`config.mk`:
```
export PLATFORM = sky130hd
export DESIGN_NAME = ball_overlay
export DESIGN_NICKNAME = d
export VERILOG_FILES = /design/src/rtl/ball_overlay.sv
export SDC_FILE = /design/constraint.sdc
export NUM_CORES = 1
export LEC_CHECK = 0
export CORE_UTILIZATION = 45
export CTS_CLUSTER_SIZE = 40
export DETAILED_ROUTE_END_ITERATION = 8
export PLACE_DENSITY_LB_ADDON = 0.08
export SLEW_MARGIN = 0
export SYNTH_ARGS = -nofsm -noshare
export SYNTH_HDL_FRONTEND = slang
export SYNTH_SLANG_ARGS = --single-unit
```
`constraint.sdc`:
```
create_clock -name i_clk -period 4.5 [get_ports i_clk]
set_input_delay 1.35 -clock i_clk [delete_from_list [all_inputs] [get_ports i_clk]]
set_output_delay 1.35 -clock i_clk [all_outputs]
set_load 0.02 [all_outputs]
```
`src/rtl/ball_overlay.sv`:
```
`timescale 1ns/1ps
// Sprite overlay for a raster pixel stream: positions a SPR_W x SPR_H sprite
// over the background, pulls sprite pixels from an external reader through
// o_en, and alpha-keys them onto the background with one cycle of latency.
module ball_overlay #(
    parameter int H_ACT = 640,
    parameter int V_ACT = 480,
    parameter int SPR_W = 200,
    parameter int SPR_H = 200
) (
    input  logic               i_clk,
    input  logic               i_rst,
    input  logic               i_frame_start,
    input  logic               i_valid,
    input  logic [10:0]        i_x,
    input  logic [10:0]        i_y,
    input  logic [23:0]        i_bg_rgb,
    input  logic signed [11:0] i_pos_x,
    input  logic signed [11:0] i_pos_y,
    input  logic [31:0]        i_sprite_q,
    output logic               o_refresh,
    output logic signed [12:0] o_bias,
    output logic               o_en,
    output logic [23:0]        o_rgb,
    output logic               o_valid
);
    localparam int CW = $clog2(SPR_W);

    // All coordinate math is 13-bit signed so sums such as py+SPR_H never wrap.
    localparam logic signed [12:0] PX_MAX = 13'(H_ACT - SPR_W);
    localparam logic signed [12:0] PY_MIN = 13'(-(SPR_H - 1));
    localparam logic signed [12:0] PY_MAX = 13'(V_ACT - 1);
    localparam logic signed [12:0] SW     = 13'(SPR_W);
    localparam logic signed [12:0] SH     = 13'(SPR_H);
    localparam logic signed [12:0] VA     = 13'(V_ACT);

    typedef enum logic [1:0] {IDLE, ARM, ACTIVE, DONE} state_t;

    state_t                state_q, state_d;
    logic signed [12:0]    px_q, px_d;
    logic signed [12:0]    py_q, py_d;
    logic signed [12:0]    rem_q, rem_d;
    logic signed [12:0]    bias_q, bias_d;
    logic [CW-1:0]         col_q, col_d;
    logic [23:0]           rgb_q;
    logic                  valid_q;

    logic signed [12:0]    pos_x_ext, pos_y_ext;
    logic signed [12:0]    px_clamp, py_clamp;
    logic signed [12:0]    x_ext, y_ext;
    logic signed [12:0]    ytop, ybot, ysum;
    logic signed [12:0]    arm_bias;
    logic                  hit;
    logic                  unused_sprite_bits;

    assign pos_x_ext = {i_pos_x[11], i_pos_x};
    assign pos_y_ext = {i_pos_y[11], i_pos_y};
    assign x_ext     = {2'b00, i_x};
    assign y_ext     = {2'b00, i_y};
    // Only the alpha MSB decides opacity; the rest of the alpha byte is ignored.
    assign unused_sprite_bits = ^i_sprite_q[6:0];

    // Clamp the requested corner so every sprite row lies fully on-screen
    // horizontally, and at least one row is visible vertically.
    always_comb begin
        px_clamp = pos_x_ext;
        if (pos_x_ext < 13'sd0)
            px_clamp = 13'sd0;
        else if (pos_x_ext > PX_MAX)
            px_clamp = PX_MAX;
        py_clamp = pos_y_ext;
        if (pos_y_ext < PY_MIN)
            py_clamp = PY_MIN;
        else if (pos_y_ext > PY_MAX)
            py_clamp = PY_MAX;
    end

    // Visible row window of the latched sprite position and the reader skip count.
    always_comb begin
        ysum     = py_q + SH;
        ytop     = (py_q < 13'sd0) ? 13'sd0 : py_q;
        ybot     = (ysum > VA) ? VA : ysum;
        arm_bias = (py_q < 13'sd0) ? -py_q : 13'sd0;
        hit      = (state_q == ACTIVE) && i_valid &&
                   (x_ext >= px_q) && (x_ext < px_q + SW) &&
                   (y_ext >= ytop) && (y_ext < ybot);
    end

    assign o_refresh = (state_q == ARM);
    assign o_bias    = (state_q == ARM) ? arm_bias : bias_q;
    assign o_en      = hit & ~i_rst;
    assign o_rgb     = rgb_q;
    assign o_valid   = valid_q;

    // Next-state logic: frame sequencing plus column/row bookkeeping per fetched pixel.
    always_comb begin
        state_d = state_q;
        px_d    = px_q;
        py_d    = py_q;
        rem_d   = rem_q;
        bias_d  = bias_q;
        col_d   = col_q;
        case (state_q)
            ARM: begin
                state_d = ACTIVE;
                rem_d   = ybot - ytop;
                col_d   = '0;
                bias_d  = arm_bias;
            end
            ACTIVE: begin
                if (rem_q <= 13'sd0) begin
                    state_d = DONE;
                end else if (hit) begin
                    if (col_q == CW'(SPR_W - 1)) begin
                        col_d = '0;
                        rem_d = rem_q - 13'sd1;
                        if (rem_q == 13'sd1)
                            state_d = DONE;
                    end else begin
                        col_d = col_q + CW'(1);
                    end
                end
            end
            default: ;
        endcase
        // A new frame always wins and abandons whatever was in progress.
        if (i_frame_start) begin
            state_d = ARM;
            px_d    = px_clamp;
            py_d    = py_clamp;
        end
    end

    // Control state registers.
    always_ff @(posedge i_clk) begin
        if (i_rst) begin
            state_q <= IDLE;
            px_q    <= '0;
            py_q    <= '0;
            rem_q   <= '0;
            bias_q  <= '0;
            col_q   <= '0;
        end else begin
            state_q <= state_d;
            px_q    <= px_d;
            py_q    <= py_d;
            rem_q   <= rem_d;
            bias_q  <= bias_d;
            col_q   <= col_d;
        end
    end

    // One-cycle compositing stage: opaque sprite pixels replace the background.
    always_ff @(posedge i_clk) begin
        if (i_rst) begin
            rgb_q   <= '0;
            valid_q <= 1'b0;
        end else begin
            valid_q <= i_valid;
            rgb_q   <= (hit && i_sprite_q[7]) ? i_sprite_q[31:8] : i_bg_rgb;
        end
    end
endmodule

```
==> out/qor.json, run 1 <==
{
  "finalWeightedCongestion": {"value": 0.925},
  "synth_top_flop_cell": {"value": "sky130_fd_sc_hd__dfxtp_1"},
  "finalSetupViolations": {"value": 1},
  "multiInputGateArea": {"value": 0.00387, "unit": "mm²"},
  "pwr_density_cell": {"value": 285, "unit": "mW/mm²"},
  "syn-num-nets": {"value": 912},
  "cp_cell_sequence": {"value": "ha_2 > a211o_1 > nor4bb_2 > nor3_2 > o21a_2 > nand2_2 > ha_4 > a21o_1 > a21oi_1 > nor2b_1 > o41a_1 > a211o_4 > nor4b_4 > buf_4"},
  "tritoncts.num_buffers": {"value": 9},
  "crit_type": {"value": "reg2out"},
  "worst_slack_after_detailed_placement": {"value": -906, "unit": "ps"},
  "cp_max_fo": {"value": 6},
  "drt_wl_total": {"value": 16000, "unit": "µm"},
  "yosysTopAreaCell": {"value": "sky130_fd_sc_hd__dfxtp_1"},
  "antenna_left": {"value": 0},
  "worst_setup_path_start_kind": {"value": "flop"},
  "power_leakage": {"value": 0.00334, "unit": "µW"},
  "outcome": {"value": "finished, violations left"},
  "synth_sequential_area_ratio": {"value": 0.287},
  "htreeDepth": {"value": 3},
  "violations": {"value": "negative setup slack"},
  "num-fill-cells": {"value": 1129},
  "hold_path_class": {"value": "reg2reg"},
  "final.period_utilization": {"value": 1.11},
  "cp-end-kind": {"value": "primary output"},
  "max_cap_viol_count": {"value": 0},
  "synthesis.area_per_instance": {"value": 7.87, "unit": "µm²"},
  "postSynth.asyncResetShare": {"value": 0},
  "detailed_route_vias_per_instance": {"value": 5.32},
  "design.final.nets": {"value": 1098},
  "layout-drive-gt1-share": {"value": 0.163},
  "hold_path_end": {"value": "rem_q[1]$_SDFFE_PP0P_"},
  "rows": {"value": 41},
  "slew_viol_final": {"value": 0},
  "clk_transition_reported_paths": {"value": 60, "unit": "ps"},
  "dieHeight": {"value": 116, "unit": "µm"},
  "port_buffers": {"value": 138},
  "initial_core_utilization": {"value": 0.463},
  "postLayoutCellArea": {"value": 0.00821, "unit": "mm²"},
  "regToRegSetupSlack": {"value": 470, "unit": "ps"},
  "fin_tns_setup": {"value": -514, "unit": "ps"},
  "vias": {"value": 5897},
  "rr_startpoint": {"value": "py_q[4]$_SDFFE_PP0P_"},
  "clock_path_buffers": {"value": 2},
  "first_iter_violations": {"value": 424},
  "dpl_cell_area": {"value": 0.00784, "unit": "mm²"},
  "upper_clock_frequency_limit": {"value": 0.199, "unit": "GHz"},
  "clock-sinks": {"value": 84},
  "synth.top_cell.area_share": {"value": 0.287},
  "final_hold_viol_count": {"value": 0},
  "yosys_register_bits": {"value": 84},
  "grt_pass1_vias": {"value": 5755},
  "timing.hold.worst_path_depth": {"value": 2},
  "grt_util_all_layers": {"value": 0.247},
  "clock-root-buffer": {"value": "sky130_fd_sc_hd__clkbuf_16"},
  "postCtsHoldBufs": {"value": 0},
  "worst-endpoint-arrival": {"value": 3660, "unit": "ps"},
  "finalNonFillerCells": {"value": 1108},
  "setup_slack": {"value": -514, "unit": "ps"},
  "finalClockSkew": {"value": 7.18, "unit": "ps"},
  "regToRegEndpoint": {"value": "rem_q[3]$_SDFFE_PP0P_"},
  "yosysWarningCount": {"value": 0},
  "total_gr_overflow": {"value": 0},
  "detail_route.drc_violations": {"value": 0},
  "die_w": {"value": 116, "unit": "µm"},
  "slowest_stage": {"value": "sky130_fd_sc_hd__o41a_1"},
  "vdd.ir_drop.worst": {"value": 205, "unit": "µV"},
  "area_growth": {"value": 40.1, "unit": "%"},
  "postSynthCellCount": {"value": 745},
  "synth-edff-count": {"value": 0},
  "cpLargestDelayFamily": {"value": "compound AO/OA/AOI/OAI gates"},
  "cp.required": {"value": 3150, "unit": "ps"},
  "maximum_number_of_pins_on_one_net_before_global_route_repair": {"value": 77},
  "slew_headroom": {"value": 0.395},
  "core_area": {"value": 0.0127, "unit": "mm²"},
  "post-route-min-period": {"value": 5010, "unit": "ps"},
  "leading_cell_types_by_total_area_after_synthesis": {"value": "sky130_fd_sc_hd__dfxtp_1, sky130_fd_sc_hd__ha_1, sky130_fd_sc_hd__nand2_1, sky130_fd_sc_hd__a21oi_1, sky130_fd_sc_hd__inv_1"},
  "antenna_cells": {"value": 0},
  "cts_tree": {"value": "yes"},
  "hold_path.startpoint": {"value": "rem_q[1]$_SDFFE_PP0P_"},
  "final-seq-area": {"value": 0.00169, "unit": "mm²"},
  "finalCoreUtilization": {"value": 0.648},
  "critPathMaxStageDelay": {"value": 380, "unit": "ps"},
  "routedWlPerCell": {"value": 14.4, "unit": "µm"},
  "grt_first_pass_wirelength": {"value": 26200, "unit": "µm"},
  "dieArea": {"value": 0.0135, "unit": "mm²"},
  "number_of_buffer_and_inverter_instances_along_the_worst_setup_path": {"value": 1},
  "synth_cell_type_count": {"value": 66},
  "firstDrtPassIters": {"value": 5},
  "rsz0062_at_grt": {"value": "true"},
  "clkLatencyLatePin": {"value": 350, "unit": "ps"},
  "initial_antenna_violation_count": {"value": 0},
  "synth.cells.most_frequent": {"value": "sky130_fd_sc_hd__nand2_1, sky130_fd_sc_hd__dfxtp_1, sky130_fd_sc_hd__ha_1"},
  "synth_area": {"value": 0.00586, "unit": "mm²"},
  "placed_cells": {"value": 1090},
  "io_pins": {"value": 146},
  "worstMarginPinSlew": {"value": 907, "unit": "ps"},
  "place.detailed.hpwl": {"value": 12600, "unit": "µm"},
  "post-synth-top-count-cell": {"value": "sky130_fd_sc_hd__nand2_1"},
  "rr_worst_depth": {"value": 16}
}
cell usage in the layout, fill, tap and decap left out, types with 5 or more instances in the layout:
master,count
sky130_fd_sc_hd__a21o_1,5
sky130_fd_sc_hd__inv_1,56
sky130_fd_sc_hd__nand2b_1,28
sky130_fd_sc_hd__o21a_1,7
sky130_fd_sc_hd__nand4_1,9
sky130_fd_sc_hd__buf_4,72
sky130_fd_sc_hd__ha_1,57
sky130_fd_sc_hd__or3_1,9
sky130_fd_sc_hd__a211o_1,5
sky130_fd_sc_hd__o22ai_1,12
sky130_fd_sc_hd__o21ai_0,40
sky130_fd_sc_hd__nand3_1,15
sky130_fd_sc_hd__xnor2_1,22
sky130_fd_sc_hd__nor2_1,43
sky130_fd_sc_hd__clkbuf_16,9
sky130_fd_sc_hd__dfxtp_1,82
sky130_fd_sc_hd__a21oi_1,45
sky130_fd_sc_hd__a211oi_1,12
sky130_fd_sc_hd__a21oi_2,21
sky130_fd_sc_hd__xor2_1,8
sky130_fd_sc_hd__nand2_2,22
sky130_fd_sc_hd__nand2_1,86
sky130_fd_sc_hd__clkdlybuf4s50_1,134
sky130_fd_sc_hd__a31oi_1,9
sky130_fd_sc_hd__nor2b_1,23
sky130_fd_sc_hd__nor3_1,21
sky130_fd_sc_hd__and3_1,7
per-layer routing:
layer	part of all wire	track usage	wire length (µm)	vias up
li1	-	-	-	2993
met1	0.43	0.290	6890	2732
met2	0.50	0.444	8060	147
met3	0.046	0.0545	742	25
met4	0.019	0.0803	296	0
met5	0	0	0	-
sequential cells by signal (all words and copies together), names as in the netlist:
name and flops:
rem_q 13, o_rgb 24, px_q 11, col_q 8
py_q 12, state_q 2, bias_q 13, o_valid 1
power breakdown:
group	internal (µW)	switching (µW)
Clock	407	313
Combinational	391	411
Sequential	786	31.0
Total	1580	755
cell type report:
cell class,instances,share of cell area
Clock buffer,12,0.0312
Clock inverter,4,0.00381
Inverter,56,0.0256
Multi-Input combinational cell,569,0.472
Sequential cell,84,0.205
Tap cell,172,0.0262
Timing Repair Buffer,211,0.236
cell families after synthesis:
family / Yosys count / synth area share
xor+xnor: 30 / 0.0448
fa+ha+maj: 61 / 0.131
mux: 3 / 0.00512
simple gates: 283 / 0.245
buf+inv: 92 / 0.0676
compound gates: 192 / 0.220
flops: 84 / 0.287
what timing repair did:
action,CTS,global route
endpoints found under the setup margin,3,6
buffers inserted,1,1
pin swaps,0,2
gates resized for setup,10,11
how the worst max path moves through the flow:
stage / start / endpoint / slack (ps) / cells past startpoint
after floorplan: py_q[4]$_SDFFE_PP0P_ / o_en / -80 / 14
after global placement: i_y[2] / o_en / -870 / 9
after detailed placement: i_y[2] / o_en / -910 / 9
after CTS: py_q[4]$_SDFFE_PP0P_ / o_en / -530 / 14
after global routing: py_q[4]$_SDFFE_PP0P_ / o_en / -630 / 14
final: py_q[4]$_SDFFE_PP0P_ / o_en / -510 / 14
tightest hold or removal path: stages, from the launching register on:
cell                      delay, ps
sky130_fd_sc_hd__dfxtp_1        320
sky130_fd_sc_hd__nand2_1         60
sky130_fd_sc_hd__a21oi_1         50
stage by stage:
step | hold slack, ps | total power, µW
finish | 479 | 2340
global route | 511 | 2480
CTS | 489 | 2350
detailed placement | 474 | 1610
global placement | 457 | 1590
floorplan | 441 | 1300
No activity file was read; power rests on OpenSTA's default activity.
==> run 2, diff against run 1 <==
--- a/config.mk
+++ b/config.mk
@@ -8,6 +8,7 @@
 export CORE_UTILIZATION = 45
 export CTS_CLUSTER_SIZE = 40
 export DETAILED_ROUTE_END_ITERATION = 8
+export GPL_ROUTABILITY_DRIVEN = 0
 export PLACE_DENSITY_LB_ADDON = 0.08
 export SLEW_MARGIN = 0
 export SYNTH_ARGS = -nofsm -noshare
==> run 2 against run 1 <==
The flow still finishes with violations (negative setup slack). Final cell count is 0.27% higher. Critical endpoint unchanged. Utilization is 0.24 points higher. Sequential share of layout area is 0.075 points lower. Highest routed layer unchanged. Sequential cell count stayed put. Total power is 0.25% higher. Die area stayed put.
==> out/qor.json, run 2 (synthesis results as in run 1) <==
{
  "dieHeight": {"value": 116, "unit": "µm"},
  "grt_pass1_vias": {"value": 5828},
  "antenna_cells": {"value": 0},
  "vias": {"value": 5958},
  "cp.required": {"value": 3150, "unit": "ps"},
  "upper_clock_frequency_limit": {"value": 0.202, "unit": "GHz"},
  "violations": {"value": "negative setup slack"},
  "grt_util_all_layers": {"value": 0.244},
  "die_w": {"value": 116, "unit": "µm"},
  "detail_route.drc_violations": {"value": 0},
  "rr_startpoint": {"value": "py_q[3]$_SDFFE_PP0P_"},
  "rr_worst_depth": {"value": 18},
  "dpl_cell_area": {"value": 0.00785, "unit": "mm²"},
  "post-route-min-period": {"value": 4950, "unit": "ps"},
  "postCtsHoldBufs": {"value": 0},
  "core_area": {"value": 0.0127, "unit": "mm²"},
  "hold_path_class": {"value": "reg2reg"},
  "regToRegEndpoint": {"value": "rem_q[11]$_SDFFE_PP0P_"},
  "finalCoreUtilization": {"value": 0.651},
  "drt_wl_total": {"value": 15900, "unit": "µm"},
  "timing.hold.worst_path_depth": {"value": 2},
  "finalNonFillerCells": {"value": 1111},
  "clock-root-buffer": {"value": "sky130_fd_sc_hd__clkbuf_16"},
  "clock_path_buffers": {"value": 2},
  "vdd.ir_drop.worst": {"value": 212, "unit": "µV"},
  "max_cap_viol_count": {"value": 0},
  "routedWlPerCell": {"value": 14.3, "unit": "µm"},
  "pwr_density_cell": {"value": 284, "unit": "mW/mm²"},
  "grt_first_pass_wirelength": {"value": 25900, "unit": "µm"},
  "rsz0062_at_grt": {"value": "true"},
  "cts_tree": {"value": "yes"},
  "maximum_number_of_pins_on_one_net_before_global_route_repair": {"value": 77},
  "worst-endpoint-arrival": {"value": 3600, "unit": "ps"},
  "rows": {"value": 41},
  "antenna_left": {"value": 0},
  "layout-drive-gt1-share": {"value": 0.170},
  "initial_antenna_violation_count": {"value": 0},
  "fin_tns_setup": {"value": -455, "unit": "ps"},
  "slew_viol_final": {"value": 0},
  "final_hold_viol_count": {"value": 0},
  "worstMarginPinSlew": {"value": 917, "unit": "ps"},
  "crit_type": {"value": "reg2out"},
  "power_leakage": {"value": 0.00335, "unit": "µW"},
  "most-common-layout-cells": {"value": "sky130_fd_sc_hd__clkdlybuf4s50_1, sky130_fd_sc_hd__nand2_1, sky130_fd_sc_hd__dfxtp_1"},
  "firstDrtPassIters": {"value": 4},
  "initial_core_utilization": {"value": 0.463},
  "worst_setup_path_start_kind": {"value": "flop"},
  "largest_reg_flops": {"value": 24},
  "dieArea": {"value": 0.0135, "unit": "mm²"},
  "cp-end-kind": {"value": "primary output"},
  "clkLatencyLatePin": {"value": 360, "unit": "ps"},
  "num-fill-cells": {"value": 1129},
  "finalClockSkew": {"value": 10.1, "unit": "ps"},
  "layout.cells.most_common": {"value": "sky130_fd_sc_hd__clkdlybuf4s50_1"},
  "cp_max_fo": {"value": 7},
  "final.period_utilization": {"value": 1.10},
  "area_growth": {"value": 40.6, "unit": "%"},
  "design.final.nets": {"value": 1101},
  "setup_slack": {"value": -455, "unit": "ps"},
  "tritoncts.num_buffers": {"value": 9},
  "finalSetupViolations": {"value": 1},
  "detailed_route_vias_per_instance": {"value": 5.36},
  "clock-sinks": {"value": 84},
  "postLayoutCellArea": {"value": 0.00824, "unit": "mm²"},
  "io_pins": {"value": 146},
  "htreeDepth": {"value": 3},
  "placed_cells": {"value": 1091},
  "hold_path_end": {"value": "rem_q[1]$_SDFFE_PP0P_"},
  "regToRegSetupSlack": {"value": 300, "unit": "ps"},
  "port_buffers": {"value": 138},
  "place.detailed.hpwl": {"value": 12300, "unit": "µm"},
  "first_iter_violations": {"value": 336},
  "slew_headroom": {"value": 0.389},
  "outcome": {"value": "finished, violations left"},
  "clk_transition_reported_paths": {"value": 60, "unit": "ps"},
  "hold_path.startpoint": {"value": "rem_q[1]$_SDFFE_PP0P_"},
  "total_gr_overflow": {"value": 0}
}
[run 2: how the worst max path moves through the flow]
stage               cells after the start            startpoint   end
floorplan                              14  py_q[4]$_SDFFE_PP0P_  o_en
global placement                        9                i_y[2]  o_en
detailed placement                      9                i_y[2]  o_en
CTS                                    14  py_q[4]$_SDFFE_PP0P_  o_en
global route                           15  py_q[3]$_SDFFE_PP0P_  o_en
finish                                 16  py_q[3]$_SDFFE_PP0P_  o_en
[run 2: per-stage QoR]
step	hold slack, ps	total power (µW)	setup WS [ps]
after floorplan	441	1300	-84.4
after global placement	452	1590	-868
after detailed placement	460	1610	-869
after CTS	468	2340	-457
after global routing	515	2470	-608
final	465	2350	-455
[run 2: metal layers]
metal / track usage / up-vias / share of wire
met4: 0.103 / 0 / 0.022
met1: 0.278 / 2789 / 0.44
met3: 0.0483 / 26 / 0.051
li1: - / 2987 / -
met5: 0 / - / 0
met2: 0.442 / 156 / 0.49
[run 2: critical path: stages (launching register included)]
cell and delay [ps]:
sky130_fd_sc_hd__dfxtp_2 340, sky130_fd_sc_hd__buf_6 120, sky130_fd_sc_hd__a311oi_4 440, sky130_fd_sc_hd__a311oi_2 170, sky130_fd_sc_hd__nor3_2 200, sky130_fd_sc_hd__o21a_2 270
sky130_fd_sc_hd__buf_6 130, sky130_fd_sc_hd__nand2b_1 70, sky130_fd_sc_hd__inv_1 70, sky130_fd_sc_hd__ha_1 240, sky130_fd_sc_hd__and4_1 170, sky130_fd_sc_hd__o2111ai_2 90
sky130_fd_sc_hd__a21oi_2 90, sky130_fd_sc_hd__o41a_1 170, sky130_fd_sc_hd__a211o_4 300, sky130_fd_sc_hd__nor4b_4 200, sky130_fd_sc_hd__buf_4 180
[run 2: timing repair]
action / CTS / global route
gates resized for setup: 15 / 11
pin swaps: 5 / 4
buffers inserted: 2 / 2
setup endpoints to repair: 3 / 3
[run 2: area by class of cell]
class                      instances  area [µm²]  area share
multi-input combinational        569        3880       0.471
timing repair buffer             214        1960       0.238
sequential                        84        1690       0.205
clock buffer                      10         239      0.0290
tap                              172         215      0.0261
inverter                          56         210      0.0255
clock inverter                     6        46.3     0.00562
[run 2: where the power goes]
part	internal, µW	switching (µW)	total (µW)
Sequential	786	31.5	817
Combinational	392	413	805
Clock	395	328	723
Total	1570	773	2350
==> run 3, diff against run 2 <==
--- a/config.mk
+++ b/config.mk
@@ -6,6 +6,7 @@
 export NUM_CORES = 1
 export LEC_CHECK = 0
 export CORE_UTILIZATION = 45
+export CTS_CLUSTER_DIAMETER = 50
 export CTS_CLUSTER_SIZE = 40
 export DETAILED_ROUTE_END_ITERATION = 8
 export GPL_ROUTABILITY_DRIVEN = 0
==> results of run 3 <==
Same layout as run 2: the final DEF is identical, and so are final timing and power.
